===== src/rtl/jtkunio_sdram_pkg.sv =====
// Shared definitions for the Kunio SDRAM responder: sizes, FSM states,
// the return-pipe tag record and a bank decode helper.
package jtkunio_sdram_pkg;

    localparam int NBANK = 4;
    localparam int AW    = 22;
    localparam int DW    = 16;

    typedef enum logic [1:0] {
        ST_IDLE = 2'd0,
        ST_RD   = 2'd1,
        ST_WAIT = 2'd2,
        ST_PROG = 2'd3
    } state_t;

    // One entry of the return pipe, travelling alongside each memory read
    typedef struct packed {
        logic valid;
        logic first;
        logic last;
        logic prog;
    } tag_t;

    function automatic logic [NBANK-1:0] bank_onehot(input logic [1:0] idx);
        bank_onehot = 4'b0001 << idx;
    endfunction

endpackage


===== src/rtl/jtkunio_sdram_resp_if.sv =====
// Bank request, download port and memory port of the SDRAM responder.
// The slave side is the responder, the master side is the game wrapper
// together with the memory behind it.
interface jtkunio_sdram_resp_if;
    import jtkunio_sdram_pkg::*;

    logic [AW-1:0]    ba0_addr;
    logic [AW-1:0]    ba1_addr;
    logic [AW-1:0]    ba2_addr;
    logic [AW-1:0]    ba3_addr;
    logic [NBANK-1:0] ba_rd;
    logic [NBANK-1:0] ba_ack;
    logic [NBANK-1:0] ba_dst;
    logic [NBANK-1:0] ba_dok;
    logic [NBANK-1:0] ba_rdy;
    logic [DW-1:0]    data_read;

    logic [AW-1:0]    prog_addr;
    logic [DW-1:0]    prog_data;
    logic [1:0]       prog_mask;
    logic [1:0]       prog_ba;
    logic             prog_we;
    logic             prog_rd;
    logic             prog_ack;
    logic             prog_rdy;

    logic             mem_rd;
    logic             mem_we;
    logic [AW+1:0]    mem_addr;
    logic [DW-1:0]    mem_din;
    logic [1:0]       mem_mask;
    logic [DW-1:0]    mem_dout;

    modport slave (
        input  ba0_addr, ba1_addr, ba2_addr, ba3_addr, ba_rd,
        input  prog_addr, prog_data, prog_mask, prog_ba, prog_we, prog_rd,
        input  mem_dout,
        output ba_ack, ba_dst, ba_dok, ba_rdy, data_read,
        output prog_ack, prog_rdy,
        output mem_rd, mem_we, mem_addr, mem_din, mem_mask
    );

    modport master (
        output ba0_addr, ba1_addr, ba2_addr, ba3_addr, ba_rd,
        output prog_addr, prog_data, prog_mask, prog_ba, prog_we, prog_rd,
        output mem_dout,
        input  ba_ack, ba_dst, ba_dok, ba_rdy, data_read,
        input  prog_ack, prog_rdy,
        input  mem_rd, mem_we, mem_addr, mem_din, mem_mask
    );

endinterface


===== src/rtl/jtkunio_sdram_resp_rr_arb.sv =====
// Four-way round-robin arbiter. The search starts at the bank after the
// one served last, so a continuously requesting bank cannot starve others.
module jtkunio_rr_arb
    import jtkunio_sdram_pkg::*;
(
    input  logic [NBANK-1:0] i_req,
    input  logic [1:0]       i_last,
    output logic [NBANK-1:0] o_gnt,
    output logic [1:0]       o_idx,
    output logic             o_any
);

    logic [1:0] w_cand;
    logic       w_hit;

    // Scan last+1 .. last+4 and keep the first requesting bank
    always_comb begin
        o_idx  = i_last;
        o_any  = 1'b0;
        w_cand = 2'd0;
        w_hit  = 1'b0;
        for (int i = 1; i <= NBANK; i++) begin
            w_cand = i_last + 2'(i);
            w_hit  = i_req[w_cand] & ~o_any;
            o_idx  = w_hit ? w_cand : o_idx;
            o_any  = o_any | w_hit;
        end
        o_gnt = o_any ? bank_onehot(o_idx) : 4'b0000;
    end

endmodule


===== src/rtl/jtkunio_sdram_resp.sv =====
// Serving end of the Kunio four-bank ROM read protocol. Grants one bank
// (or the download port) at a time, issues BURST fixed-latency reads and
// returns the words with dst/dok/rdy strobes from a tag pipeline.
module jtkunio_sdram_resp
    import jtkunio_sdram_pkg::*;
#(
    parameter int BURST   = 2,
    parameter int LATENCY = 2
) (
    input  logic                  clk,
    input  logic                  rst_n,
    jtkunio_sdram_resp_if.slave   bus
);

    localparam logic [1:0] LAST_BEAT = 2'(BURST - 1);

    state_t           r_state, w_state_nx;
    logic [1:0]       r_cnt, w_cnt_nx;
    logic [1:0]       r_bank, w_bank_nx;
    logic [1:0]       r_last, w_last_nx;
    logic [AW-1:0]    r_addr, w_addr_nx;
    logic             r_pwe, w_pwe_nx;
    logic [DW-1:0]    r_pdata, w_pdata_nx;
    logic [1:0]       r_pmask, w_pmask_nx;

    logic [NBANK-1:0] r_ack, w_ack_nx;
    logic             r_prog_ack, w_prog_ack_nx;
    logic             r_mem_rd, w_mem_rd_nx;
    logic             r_mem_we, w_mem_we_nx;
    logic [AW+1:0]    r_mem_addr, w_mem_addr_nx;
    logic [DW-1:0]    r_mem_din, w_mem_din_nx;
    logic [1:0]       r_mem_mask, w_mem_mask_nx;

    tag_t             w_tag_in;
    tag_t             r_tag [LATENCY];
    tag_t             w_out;
    logic [NBANK-1:0] r_dst, r_dok, r_rdy;
    logic             r_prog_rdy;
    logic             r_dvalid;

    logic [NBANK-1:0] w_gnt;
    logic [1:0]       w_idx;
    logic             w_any;
    logic [AW-1:0]    w_req_addr;

    jtkunio_rr_arb u_arb (
        .i_req  (bus.ba_rd),
        .i_last (r_last),
        .o_gnt  (w_gnt),
        .o_idx  (w_idx),
        .o_any  (w_any)
    );

    // Address of the bank that would win arbitration this cycle
    always_comb begin
        case (w_idx)
            2'd0:    w_req_addr = bus.ba0_addr;
            2'd1:    w_req_addr = bus.ba1_addr;
            2'd2:    w_req_addr = bus.ba2_addr;
            2'd3:    w_req_addr = bus.ba3_addr;
            default: w_req_addr = bus.ba0_addr;
        endcase
    end

    // Next state and next registered outputs of the transaction FSM
    always_comb begin
        w_state_nx    = r_state;
        w_cnt_nx      = r_cnt;
        w_bank_nx     = r_bank;
        w_last_nx     = r_last;
        w_addr_nx     = r_addr;
        w_pwe_nx      = r_pwe;
        w_pdata_nx    = r_pdata;
        w_pmask_nx    = r_pmask;
        w_ack_nx      = 4'b0000;
        w_prog_ack_nx = 1'b0;
        w_mem_rd_nx   = 1'b0;
        w_mem_we_nx   = 1'b0;
        w_mem_addr_nx = r_mem_addr;
        w_mem_din_nx  = 16'h0000;
        w_mem_mask_nx = 2'b00;
        w_tag_in      = '0;
        case (r_state)
            ST_IDLE: begin
                // the download port always beats the banks
                if (bus.prog_we || bus.prog_rd) begin
                    w_state_nx    = ST_PROG;
                    w_prog_ack_nx = 1'b1;
                    w_bank_nx     = bus.prog_ba;
                    w_addr_nx     = bus.prog_addr;
                    w_pwe_nx      = bus.prog_we;
                    w_pdata_nx    = bus.prog_data;
                    w_pmask_nx    = bus.prog_mask;
                end else if (w_any) begin
                    w_state_nx = ST_RD;
                    w_ack_nx   = w_gnt;
                    w_bank_nx  = w_idx;
                    w_last_nx  = w_idx;
                    w_addr_nx  = w_req_addr;
                    w_cnt_nx   = 2'd0;
                end else begin
                    w_state_nx = ST_IDLE;
                end
            end
            ST_RD: begin
                // word address wraps inside the bank, bank bits stay put
                w_mem_rd_nx   = 1'b1;
                w_mem_addr_nx = {r_bank, r_addr + AW'(r_cnt)};
                w_tag_in      = '{valid: 1'b1, first: (r_cnt == 2'd0),
                                  last: (r_cnt == LAST_BEAT), prog: 1'b0};
                if (r_cnt == LAST_BEAT) begin
                    w_state_nx = ST_WAIT;
                    w_cnt_nx   = 2'd0;
                end else begin
                    w_cnt_nx   = r_cnt + 2'd1;
                end
            end
            ST_PROG: begin
                w_mem_we_nx   = r_pwe;
                w_mem_rd_nx   = ~r_pwe;
                w_mem_addr_nx = {r_bank, r_addr};
                w_mem_din_nx  = r_pwe ? r_pdata : 16'h0000;
                w_mem_mask_nx = r_pwe ? r_pmask : 2'b00;
                w_tag_in      = '{valid: 1'b1, first: 1'b1, last: 1'b1, prog: 1'b1};
                w_state_nx    = ST_WAIT;
            end
            ST_WAIT: begin
                if ((|r_rdy) || r_prog_rdy) begin
                    w_state_nx = ST_IDLE;
                end else begin
                    w_state_nx = ST_WAIT;
                end
            end
            default: begin
                w_state_nx = ST_IDLE;
            end
        endcase
    end

    // FSM state, latched request and registered memory-side outputs
    always_ff @(posedge clk or negedge rst_n) begin
        if (!rst_n) begin
            r_state    <= ST_IDLE;
            r_cnt      <= 2'd0;
            r_bank     <= 2'd0;
            r_last     <= 2'd3;
            r_addr     <= '0;
            r_pwe      <= 1'b0;
            r_pdata    <= 16'h0000;
            r_pmask    <= 2'b00;
            r_ack      <= 4'b0000;
            r_prog_ack <= 1'b0;
            r_mem_rd   <= 1'b0;
            r_mem_we   <= 1'b0;
            r_mem_addr <= '0;
            r_mem_din  <= 16'h0000;
            r_mem_mask <= 2'b00;
        end else begin
            r_state    <= w_state_nx;
            r_cnt      <= w_cnt_nx;
            r_bank     <= w_bank_nx;
            r_last     <= w_last_nx;
            r_addr     <= w_addr_nx;
            r_pwe      <= w_pwe_nx;
            r_pdata    <= w_pdata_nx;
            r_pmask    <= w_pmask_nx;
            r_ack      <= w_ack_nx;
            r_prog_ack <= w_prog_ack_nx;
            r_mem_rd   <= w_mem_rd_nx;
            r_mem_we   <= w_mem_we_nx;
            r_mem_addr <= w_mem_addr_nx;
            r_mem_din  <= w_mem_din_nx;
            r_mem_mask <= w_mem_mask_nx;
        end
    end

    // Tags shift in step with the memory latency
    always_ff @(posedge clk or negedge rst_n) begin
        if (!rst_n) begin
            for (int i = 0; i < LATENCY; i++) begin
                r_tag[i] <= '0;
            end
        end else begin
            r_tag[0] <= w_tag_in;
            for (int i = 1; i < LATENCY; i++) begin
                r_tag[i] <= r_tag[i-1];
            end
        end
    end

    assign w_out = r_tag[LATENCY-1];

    // Return strobes line up with the cycle mem_dout carries the word
    always_ff @(posedge clk or negedge rst_n) begin
        if (!rst_n) begin
            r_dst      <= 4'b0000;
            r_dok      <= 4'b0000;
            r_rdy      <= 4'b0000;
            r_prog_rdy <= 1'b0;
            r_dvalid   <= 1'b0;
        end else begin
            r_dok      <= (w_out.valid & ~w_out.prog) ? bank_onehot(r_bank) : 4'b0000;
            r_dst      <= (w_out.valid & ~w_out.prog & w_out.first) ? bank_onehot(r_bank) : 4'b0000;
            r_rdy      <= (w_out.valid & ~w_out.prog & w_out.last) ? bank_onehot(r_bank) : 4'b0000;
            r_prog_rdy <= w_out.valid & w_out.prog;
            r_dvalid   <= w_out.valid & ~(w_out.prog & r_pwe);
        end
    end

    assign bus.ba_ack    = r_ack;
    assign bus.ba_dst    = r_dst;
    assign bus.ba_dok    = r_dok;
    assign bus.ba_rdy    = r_rdy;
    assign bus.data_read = r_dvalid ? bus.mem_dout : 16'h0000;
    assign bus.prog_ack  = r_prog_ack;
    assign bus.prog_rdy  = r_prog_rdy;
    assign bus.mem_rd    = r_mem_rd;
    assign bus.mem_we    = r_mem_we;
    assign bus.mem_addr  = r_mem_addr;
    assign bus.mem_din   = r_mem_din;
    assign bus.mem_mask  = r_mem_mask;

endmodule


===== src/flat_wrapper.sv =====
// flat-port wrapper written by rule: the top's interface ports become plain ports
module jtkunio_sdram_resp_flat import jtkunio_sdram_pkg::*;
#(
    parameter int BURST   = 2,
    parameter int LATENCY = 2
)
  (clk, rst_n, bus_ba0_addr, bus_ba1_addr, bus_ba2_addr, bus_ba3_addr, bus_ba_rd, bus_prog_addr, bus_prog_data, bus_prog_mask, bus_prog_ba, bus_prog_we, bus_prog_rd, bus_mem_dout, bus_ba_ack, bus_ba_dst, bus_ba_dok, bus_ba_rdy, bus_data_read, bus_prog_ack, bus_prog_rdy, bus_mem_rd, bus_mem_we, bus_mem_addr, bus_mem_din, bus_mem_mask);
  jtkunio_sdram_resp_if bus_i ();
  input  logic clk;
  input  logic rst_n;
  input wire logic [$bits(bus_i.ba0_addr)-1:0] bus_ba0_addr;
  input wire logic [$bits(bus_i.ba1_addr)-1:0] bus_ba1_addr;
  input wire logic [$bits(bus_i.ba2_addr)-1:0] bus_ba2_addr;
  input wire logic [$bits(bus_i.ba3_addr)-1:0] bus_ba3_addr;
  input wire logic [$bits(bus_i.ba_rd)-1:0] bus_ba_rd;
  input wire logic [$bits(bus_i.prog_addr)-1:0] bus_prog_addr;
  input wire logic [$bits(bus_i.prog_data)-1:0] bus_prog_data;
  input wire logic [$bits(bus_i.prog_mask)-1:0] bus_prog_mask;
  input wire logic [$bits(bus_i.prog_ba)-1:0] bus_prog_ba;
  input wire logic [$bits(bus_i.prog_we)-1:0] bus_prog_we;
  input wire logic [$bits(bus_i.prog_rd)-1:0] bus_prog_rd;
  input wire logic [$bits(bus_i.mem_dout)-1:0] bus_mem_dout;
  output wire logic [$bits(bus_i.ba_ack)-1:0] bus_ba_ack;
  output wire logic [$bits(bus_i.ba_dst)-1:0] bus_ba_dst;
  output wire logic [$bits(bus_i.ba_dok)-1:0] bus_ba_dok;
  output wire logic [$bits(bus_i.ba_rdy)-1:0] bus_ba_rdy;
  output wire logic [$bits(bus_i.data_read)-1:0] bus_data_read;
  output wire logic [$bits(bus_i.prog_ack)-1:0] bus_prog_ack;
  output wire logic [$bits(bus_i.prog_rdy)-1:0] bus_prog_rdy;
  output wire logic [$bits(bus_i.mem_rd)-1:0] bus_mem_rd;
  output wire logic [$bits(bus_i.mem_we)-1:0] bus_mem_we;
  output wire logic [$bits(bus_i.mem_addr)-1:0] bus_mem_addr;
  output wire logic [$bits(bus_i.mem_din)-1:0] bus_mem_din;
  output wire logic [$bits(bus_i.mem_mask)-1:0] bus_mem_mask;
  assign bus_i.ba0_addr = bus_ba0_addr;
  assign bus_i.ba1_addr = bus_ba1_addr;
  assign bus_i.ba2_addr = bus_ba2_addr;
  assign bus_i.ba3_addr = bus_ba3_addr;
  assign bus_i.ba_rd = bus_ba_rd;
  assign bus_i.prog_addr = bus_prog_addr;
  assign bus_i.prog_data = bus_prog_data;
  assign bus_i.prog_mask = bus_prog_mask;
  assign bus_i.prog_ba = bus_prog_ba;
  assign bus_i.prog_we = bus_prog_we;
  assign bus_i.prog_rd = bus_prog_rd;
  assign bus_i.mem_dout = bus_mem_dout;
  assign bus_ba_ack = bus_i.ba_ack;
  assign bus_ba_dst = bus_i.ba_dst;
  assign bus_ba_dok = bus_i.ba_dok;
  assign bus_ba_rdy = bus_i.ba_rdy;
  assign bus_data_read = bus_i.data_read;
  assign bus_prog_ack = bus_i.prog_ack;
  assign bus_prog_rdy = bus_i.prog_rdy;
  assign bus_mem_rd = bus_i.mem_rd;
  assign bus_mem_we = bus_i.mem_we;
  assign bus_mem_addr = bus_i.mem_addr;
  assign bus_mem_din = bus_i.mem_din;
  assign bus_mem_mask = bus_i.mem_mask;
  jtkunio_sdram_resp #(.BURST(BURST), .LATENCY(LATENCY)) u_core (.clk(clk), .rst_n(rst_n), .bus(bus_i));
endmodule

===== config.mk =====
export PLATFORM = sky130hd
export DESIGN_NAME = jtkunio_sdram_resp_flat
export DESIGN_NICKNAME = d
export VERILOG_FILES = /design/src/rtl/jtkunio_sdram_pkg.sv /design/src/rtl/jtkunio_sdram_resp_if.sv /design/src/rtl/jtkunio_sdram_resp_rr_arb.sv /design/src/rtl/jtkunio_sdram_resp.sv /design/src/flat_wrapper.sv
export SDC_FILE = /design/constraint.sdc
export NUM_CORES = 1
export LEC_CHECK = 0
export ABC_CLOCK_PERIOD_IN_PS = 4300
export CORE_MARGIN = 5
export CORE_UTILIZATION = 40
export DETAILED_ROUTE_END_ITERATION = 12
export PLACE_DENSITY = 0.85
export SLEW_MARGIN = 20
export SYNTH_ARGS = -nofsm -noshare
export SYNTH_HDL_FRONTEND = slang
export SYNTH_HIERARCHICAL = 1
export SYNTH_SLANG_ARGS = --single-unit

===== constraint.sdc =====
create_clock -name clk -period 4.3 [get_ports clk]
set_input_delay 1.29 -clock clk [delete_from_list [all_inputs] [get_ports clk]]
set_output_delay 1.29 -clock clk [all_outputs]
set_load 0.005 [all_outputs]

# Yosys cells after proc, flatten, opt, wreduce, memory -nomap -nowiden

Cells that the tools add are included.
W data, S select, Z words.

Bits in registers: 120
Latch bits: 0
Bits in writable memories: 0
ROM bits: 0
Bits of input ports: 154
Output and inout bits: 78
Word-level logic and storage cells: 124
Memories: 0

Add/subtract/negate cells: 5
Multiply operators: 0
Divide/modulo/power cells: 0
$lt $le $gt $ge: 4
Equality and inequality tests: 10
Shifts and indexed selects: 2
Multiplexer cells: 43
Bitwise gates (word level): 19
Reduce and logical (&&, ||, !) cells: 13

Operators with widths:

| kind                  | number |
|---|---|
| $pmux W22 S4          | 1 |
| $mux W16              | 3 |
| $pmux W24 S2          | 1 |
| $mux W22              | 2 |
| $mux W2               | 14 |
| $mux W4               | 6 |
| $add A22 B2 Y22       | 1 |
| $lt A2 B3 Y1 const B  | 4 |
| $and A1 B1 Y1         | 9 |
| $bmux W1 S2           | 4 |
| $eq A2 B2 Y1 const B  | 4 |
| $mux W1               | 8 |
| $pmux W2 S4           | 1 |
| $pmux W4 S2           | 1 |
| $shl A1 B2 Y4 const A | 2 |
| $not A1 Y1            | 7 |
| $eq A2 B1 Y1 const B  | 3 |
| $logic_not A2 Y1      | 3 |
| $reduce_and A3 Y1     | 2 |
| $reduce_bool A2 Y1    | 3 |
| $add A2 B1 Y2 const B | 2 |
| $add A2 B2 Y2 const B | 2 |
| $ne A2 B2 Y1 const B  | 2 |
| $pmux W2 S2           | 1 |
| 6 further kinds       | 10 |

# Depth between registers and ports, before layout

Gate-level depths: netlist (run 1).

Word-level depth: 16
Depth in mapped cells: 8
Gate-level depth less buffers: 7

# By module

The synthesis (run 1) kept the hierarchy.

By module, submodules not included:

| module             | instances | cells an instance | area each (um^2) | seq. area each (um^2) |
|---|---|---|---|---|
| jtkunio_sdram_resp | 1         | 470               | 5577.8           | 3005.4 |
| jtkunio_rr_arb     | 1         | 22                | 142.6            | 0.0 |

# Least setup slack after synthesis (run 1)

OpenSTA, ideal clock, no wires.

Kind: input to register
From: in bus_ba_rd[1]
To: reg u_core.r_addr[4]
Setup time: 0.133 ns
Data arrival time: 2.958 ns
Data required time: 4.167 ns
Path slack: 1.209 ns
Stages: 8
Buffers on the path: 2
Path through: nor2b_1 -> o21ai_0 -> o311ai_1 -> clkbuf_1 -> buf_2 -> mux4_2 -> mux2i_1 -> o21ai_0

Word-level cells in the longest chain between the ends: 15
Elaborated cells between the ends (all ways): 30
Those cells by class: eq/ne: 3; mux: 15; bitwise: 9; reduce/logical: 3

RTL lines:

| item                                 | line                            | RTL |
|---|---|---|
| from (decl)                          | flat_wrapper.sv:15              | `input wire logic [$bits(bus_i.ba_rd)-1:0] bus_ba_rd;` |
| $bmux W1 S2                          | jtkunio_sdram_resp_rr_arb.sv:24 | `w_hit = i_req[w_cand] & ~o_any;` |
| $mux W1 (not written as such)        | jtkunio_sdram_resp_rr_arb.sv:24 |  |
| $not A1 Y1                           | jtkunio_sdram_resp_rr_arb.sv:24 |  |
| $and A1 B1 Y1                        | jtkunio_sdram_resp_rr_arb.sv:24 |  |
| $or A1 B1 Y1                         | jtkunio_sdram_resp_rr_arb.sv:26 | `o_any = o_any \| w_hit;` |
| $not A1 Y1                           | jtkunio_sdram_resp_rr_arb.sv:24 |  |
| $and A1 B1 Y1                        | jtkunio_sdram_resp_rr_arb.sv:24 |  |
| $or A1 B1 Y1                         | jtkunio_sdram_resp_rr_arb.sv:26 |  |
| $not A1 Y1                           | jtkunio_sdram_resp_rr_arb.sv:24 |  |
| $and A1 B1 Y1                        | jtkunio_sdram_resp_rr_arb.sv:24 |  |
| $mux W2 (*)                          | jtkunio_sdram_resp_rr_arb.sv:25 | `o_idx = w_hit ? w_cand : o_idx;` |
| net u_core.w_idx[0]                  | jtkunio_sdram_resp.sv:42        | `logic [1:0] w_idx;` |
| $eq A2 B2 Y1 (tied with other cells) | jtkunio_sdram_resp.sv:56        | `case (w_idx)` |
| $pmux W22 S4 (*)                     | jtkunio_sdram_resp.sv:56        |  |
| $mux W22 (*)                         | jtkunio_sdram_resp.sv:94        | `end else if (w_any) begin` |
| $mux W22 (*)                         | jtkunio_sdram_resp.sv:86        | `if (bus.prog_we \|\| bus.prog_rd) begin` |
| to (signal assigned)                 | jtkunio_sdram_resp.sv:163       | `r_addr <= w_addr_nx;` |
| to (decl)                            | jtkunio_sdram_resp.sv:21        | `logic [AW-1:0] r_addr, w_addr_nx;` |

Mark *: on every way through the listed nets, which the timed path passes. The rest lies on a longest branch. The select of a mux whose other input is x is not followed.
A chain may end at the register's enable or synchronous reset.

# Final worst setup path (run 1)

From: in bus_mem_dout[10]
To: out bus_data_read[10]

Word-level cells in the longest chain between the ends: 1

RTL lines:

| item        | line                      | RTL |
|---|---|---|
| from (decl) | flat_wrapper.sv:22        | `input wire logic [$bits(bus_i.mem_dout)-1:0] bus_mem_dout;` |
| $mux W16    | jtkunio_sdram_resp.sv:214 | `assign bus.data_read = r_dvalid ? bus.mem_dout : 16'h0000;` |
| to (decl)   | flat_wrapper.sv:27        | `output wire logic [$bits(bus_i.data_read)-1:0] bus_data_read;` |

Every way passes these cells.

==> flow_summary.json, run 1 <==
{
  "status": "finished, final reports clean",
  "syn-num-nets": 649,
  "fillCellCount": 1041,
  "fmax_ghz": 0.272,
  "yosysTopAreaCell": "dfrtp_1",
  "coreArea_um2": 13900,
  "vias": 4751,
  "power.leakage_nw": 3.69,
  "hold_ws_ns": 0.340,
  "drc": 0,
  "end_kind": "primary output",
  "wl_um": 15900,
  "synth_seq_cells": 120,
  "antenna_found_initial": 0,
  "cts_tree": "built",
  "portBuffers": 231,
  "worst_slew_pin_slew_ns": 0.957,
  "seq_area_frac_synth_pct": 52.5,
  "highest_layer": "met4",
  "cts.sinks": 120,
  "yosysUniqueCellTypes": 60,
  "met3WireLength_um": 1500,
  "min_from": "u_core/r_tag[7]",
  "path_cells": "clkdlybuf4s50_1 > and2_1 > clkdlybuf4s50_1",
  "path_max_fanout": 1,
  "grt_max_degree": 80,
  "path_clk_slew_ns": 0.05,
  "startpoint_type": "input port",
  "cap_viol_max_count": 0,
  "post-route-util_pct": 63.3,
  "cts_buffer_depth": 2,
  "crit_path_start": "bus_mem_dout[10]",
  "grt_overflow": 0,
  "path_common_cell": "clkdlybuf4s50_1",
  "final_cells": 915,
  "drtPass1Iterations": 5,
  "synthTopCellsByCount": "118 x dfrtp_1, 47 x and2_1, 39 x nand2_1",
  "insertion_delay_ns": 0.40,
  "hp-class": "flop to flop",
  "ir_worst_vdd_mv": 0.314,
  "viasPerCell": 5.19,
  "slowest_stage": "clkdlybuf4s50_1",
  "fin_setup_tns_ns": 0,
  "root_buffer": "clkbuf_16",
  "switching_power_mw": 1.61,
  "hold_violations": 0,
  "die_area_um2": 16800,
  "wl_met2_um": 7910,
  "num_rows": 43,
  "design_area_um2": 8820,
  "cts-htree-levels": 4,
  "slew_viol_final": 0,
  "fin_crit_sh_pct": 85.6,
  "synth_warnings": 6,
  "combPwrFrac_pct": 35.8,
  "cts_setup_buffers": 0,
  "ant_nets": 0,
  "power_density_nw_per_um2": 591,
  "critPathMaxStageDelay_ns": 0.53,
  "slew-limit-headroom_pct": 36.2,
  "cts_buffers": 17,
  "cts_resized": 0,
  "synthCells": 492,
  "rsz0062_at_grt": "no",
  "diodes": 0,
  "finalCriticalPeriod_ns": 3.68,
  "finalWeightedCongestion": 0.997,
  "synth_top_cell_area_share_pct": 51.6,
  "grt_pass1_vias": 5078,
  "final_nets": 879,
  "synth_area_um2": 5720,
  "skew_ns": 0.0107,
  "drt_iter0_drc": 397,
  "async_flop_share_pct": 100,
  "synth_edf_count": 0,
  "syn2layout_area_growth_pct": 54.2,
  "setup_viol": 0,
  "yosysMostFrequentCell": "dfrtp_1",
  "power_frac_clock_pct": 27.8,
  "internal-power_mw": 3.60,
  "grt_first_pass_wirelength_um": 25000,
  "pwr-share-seq_pct": 36.4,
  "die-height_um": 130,
  "synth_area_leaders": "dfrtp_1 52%, mux4_2 8.7%, and2_1 5.1%",
  "drive_above_1_share_pct": 13.1,
  "cpLargestDelayFamily": "buffers and inverters",
  "die_w_um": 130,
  "cp.arrival_ns": 2.39,
  "hold_buffers": 0,
  "required_ns": 3.01,
  "worst-path-buf-inv": 2,
  "p_sw_share_pct": 30.9,
  "io_pins": 232,
  "wl_per_cell_um": 17.4,
  "dp_cells": 883,
  "start_util_pct": 41.1,
  "synth_top_flop_cell": "dfrtp_1",
  "crit_type": "input port to primary output",
  "postPlaceCellArea_um2": 8220,
  "grt_usage_pct": 19.1,
  "wl_met1_um": 6180,
  "dp_hpwl_um": 12400,
  "worstReg2RegStart": "u_core/r_last[0]",
  "postSynthAreaPerCell_um2": 11.6
}
## area by class of cell
cell class / count / area [µm²] / share of cell area, %
clock buffer: 23 / 458 / 5.19
clock inverter: 9 / 148 / 1.67
inverter: 10 / 37.5 / 0.426
multi-input combinational: 335 / 2580 / 29.3
sequential: 120 / 3010 / 34.1
tap: 180 / 225 / 2.55
timing repair buffer: 238 / 2360 / 26.8
## worst paths after layout
kind / endpoint / slack [ns] / cells past startpoint
min in group asynchronous: u_core/bus.ba_ack[2] / 1.04 / 1
max in group asynchronous: u_core/bus.mem_addr[21] / 2.39 / 2
hold / removal: u_core/r_tag[3] / 0.34 / 0
setup / recovery: bus_data_read[10] / 0.62 / 3
setup reg to reg: u_core/r_addr[7] / 1.80 / 7
hold reg to reg: u_core/r_tag[3] / 0.34 / 0
## worst reg2reg max path: cells and delay by family (launching register included)
kind / cells / cell delay, ns
mux: 2 / 0.64
flops: 1 / 0.58
buf+inv: 1 / 0.29
compound gates: 3 / 0.61
simple gates: 1 / 0.25
## power by group through the flow
stage / clock [mW] / combinational, mW / sequential (mW)
after floorplan: 0 / 1.11 / 1.81
after global placement: 0 / 1.82 / 1.87
after detailed placement: 0 / 1.87 / 1.91
after CTS: 1.47 / 1.89 / 1.89
after global routing: 1.52 / 2.05 / 1.96
final: 1.45 / 1.87 / 1.90
## sequential cells by signal, indices dropped and copies added (netlist names), 8 cells and up
name / count
u_core/bus.mem_addr: 24
u_core/r_addr: 22
u_core/bus.mem_din: 16
u_core/r_pdata: 16
u_core/r_tag: 8
## metrics by stage
step	worst slack, ns	total power [mW]
finish	0.619	5.21
global route	0.583	5.54
CTS	0.605	5.25
detailed placement	0.472	3.78
global placement	0.613	3.69
floorplan	1.21	2.92
## kinds of logic (layout without fill, tap and decap cells)
family | Yosys count | in the layout | share of synthesized area, %
multiplexers | 70 | 70 | 17.6
adder cells (fa/ha/maj) | 3 | 3 | 0.787
AND/OR/NAND/NOR | 171 | 171 | 16.1
flip-flops | 120 | 120 | 52.5
XOR/XNOR | 9 | 9 | 1.38
AO/OA/AOI/OAI | 82 | 82 | 8.49
buffers and inverters | 37 | 280 | 3.11
## per-layer routing
layer	vias up	track usage (%)
met4	0	7.40
met5	-	0
met3	22	5.61
met2	251	33.3
li1	2218	-
met1	2260	22.0
## layout by cell type, fill, tap and decap left out, drive strengths merged, types with 3 or more instances in the layout
master         instances
dfrtp                118
and2                  47
clkbuf                23
nand2                 40
or4                    5
nor3                   3
nor2b                  4
xnor2                  5
inv                   10
o21ai                 37
nand4                  4
mux4                  22
nand3                  6
a21oi                 17
o31ai                  5
bufinv                 4
mux2                  23
and3                   5
a31oi                 10
clkinv                 4
or3                    5
buf                    8
mux2i                 25
clkdlybuf4s50        230
xor2                   4
nor2                  35
Note: power is estimated with default switching activity, not from simulation.
==> inputs of run 2 (changes only) <==
--- a/config.mk
+++ b/config.mk
@@ -10,6 +10,7 @@
 export CORE_UTILIZATION = 40
 export DETAILED_ROUTE_END_ITERATION = 12
 export PLACE_DENSITY = 0.85
+export RECOVER_POWER = 50
 export SLEW_MARGIN = 20
 export SYNTH_ARGS = -nofsm -noshare
 export SYNTH_HDL_FRONTEND = slang
==> run 2 against run 1 <==
  * The flow now finishes with violations (max-capacitance violations, max-slew violations)
  * Design area down 0.24%
  * Final cell count is the same
  * Critical path depth stayed put
  * Count of clock-buffer cells in the layout stayed put
  * Maximum frequency unchanged
  * Worst hold slack about the same
  * Register-to-register slack worse by 0.32 ns
  * Die area did not move
  * Sequential power about the same
  * Non-clock buffer count unchanged
  * Global-route usage unchanged
  * Sequential share of layout area grew 0.082 points
==> flow_summary.json, run 2 (synthesis results as in run 1) <==
{
  "path_clk_slew_ns": 0.05,
  "worst_slack_ns": 0.619,
  "slew-limit-headroom_pct": -26.3,
  "grt_pass1_vias": 5078,
  "end_kind": "primary output",
  "path_max_fanout": 1,
  "required_ns": 3.01,
  "design_area_um2": 8800,
  "hold_violations": 0,
  "portBuffers": 231,
  "crit_type": "input port to primary output",
  "hp-class": "flop to flop",
  "cts.sinks": 120,
  "wl_um": 15900,
  "drc": 0,
  "power_density_nw_per_um2": 591,
  "wl_met1_um": 6140,
  "skew_ns": 0.00941,
  "die_w_um": 130,
  "grt_first_pass_wirelength_um": 25000,
  "grt_overflow": 0,
  "drtPass1Iterations": 4,
  "cts_buffers": 17,
  "viasPerCell": 5.20,
  "ant_nets": 0,
  "setup_viol": 0,
  "pre_cts_ws_ns": 0.472,
  "drt_iter0_drc": 402,
  "dp_hpwl_um": 12400,
  "syn2layout_area_growth_pct": 53.8,
  "die_area_um2": 16800,
  "fin_setup_tns_ns": 0,
  "die-height_um": 130,
  "layout_commonest_cell": "clkdlybuf4s50_1",
  "critPathMaxStageDelay_ns": 0.53,
  "ir_worst_vdd_mv": 0.314,
  "final_cell_mix": "229 x clkdlybuf4s50_1, 118 x dfrtp_1, 40 x nand2_1",
  "coreArea_um2": 13900,
  "wl_met2_um": 7910,
  "cts_setup_buffers": 0,
  "path_common_cell": "clkdlybuf4s50_1",
  "final_nets": 879,
  "root_buffer": "clkbuf_16",
  "grt_usage_pct": 19.1,
  "cap_viol_max_count": 2,
  "fillCellCount": 1048,
  "startpoint_type": "input port",
  "cts_tree": "built",
  "postPlaceCellArea_um2": 8220,
  "cts-htree-levels": 4,
  "drive_above_1_share_pct": 12.4,
  "finalWeightedCongestion": 0.997,
  "worstRegToRegCells": 3,
  "cp.arrival_ns": 2.39,
  "start_util_pct": 41.1,
  "antenna_found_initial": 0,
  "vias": 4755,
  "final_cells": 915,
  "power.leakage_nw": 3.65,
  "highest_layer": "met4",
  "wl_per_cell_um": 17.4,
  "violations": "max-capacitance violations, max-slew violations",
  "slew_viol_final": 126,
  "grt_max_degree": 80,
  "hold_ws_ns": 0.340,
  "diodes": 0,
  "met3WireLength_um": 1520,
  "slowest_stage": "clkdlybuf4s50_1",
  "path_cells": "clkdlybuf4s50_1 > and2_1 > clkdlybuf4s50_1",
  "worst_slew_pin_slew_ns": 1.89,
  "dp_cells": 883,
  "largest_reg_flops": 24,
  "rsz0062_at_grt": "no",
  "whs_path_depth": 0,
  "cts_resized": 0,
  "fin_crit_sh_pct": 85.6,
  "hold_buffers": 0,
  "fmax_ghz": 0.272,
  "status": "finished with violations",
  "finalCriticalPeriod_ns": 3.68,
  "insertion_delay_ns": 0.40,
  "num_rows": 43,
  "cts_buffer_depth": 2,
  "io_pins": 232
}
## run 2: changes by cell type in the layout (fill, tap and decap cells not counted), moves of 3 or more
cell / previous run / this run
and2_0: 0 / 20
and2_1: 47 / 27
buf_4: 8 / 4
clkbuf_1: 5 / 8
## run 2: cell type report
type | instances | area (µm²) | area share [%]
inverters | 10 | 37.5 | 0.427
well taps | 180 | 225 | 2.56
flip-flops and latches | 120 | 3010 | 34.2
clock buffers | 23 | 458 | 5.20
multi-input cells | 335 | 2580 | 29.3
repair buffers | 238 | 2350 | 26.7
clock inverters | 9 | 148 | 1.68
## run 2: worst paths after layout
kind | endpoint | slack (ns) | start
setup / recovery | bus_data_read[10] | 0.62 | bus_mem_dout[10]
hold / removal | u_core/r_tag[3] | 0.34 | u_core/r_tag[7]
setup reg to reg | u_core/bus.mem_din[8] | 1.48 | u_core/r_state[0]
hold reg to reg | u_core/r_tag[3] | 0.34 | u_core/r_tag[7]
max in group asynchronous | u_core/bus.mem_addr[21] | 1.03 | rst_n
min in group asynchronous | u_core/bus.ba_ack[2] | 1.41 | rst_n
## run 2: worst max-delay path: cells and delay by family
kind | cells | cell delay [ns]
simple gates | 1 | 0.12
buf+inv | 2 | 0.98
## run 2: report_power, final
group	switching, mW	internal (mW)	leakage (nW)
Sequential	0.346	1.55	1.52
Clock	0.462	0.980	0.295
Combinational	0.799	1.06	1.84
Total	1.61	3.59	3.65
## run 2: per-stage QoR
step                      power [mW]  util [%]
after floorplan                 2.92         -
after global placement          3.69      59.0
after detailed placement        3.78      59.0
after CTS                       5.25      63.3
after global routing            5.53      63.1
final                           5.20      63.1
## run 2: layer usage
metal	up-vias	track usage, %
li1	2220	-
met1	2244	22.0
met2	268	33.3
met3	23	5.61
met4	0	7.40
met5	-	0
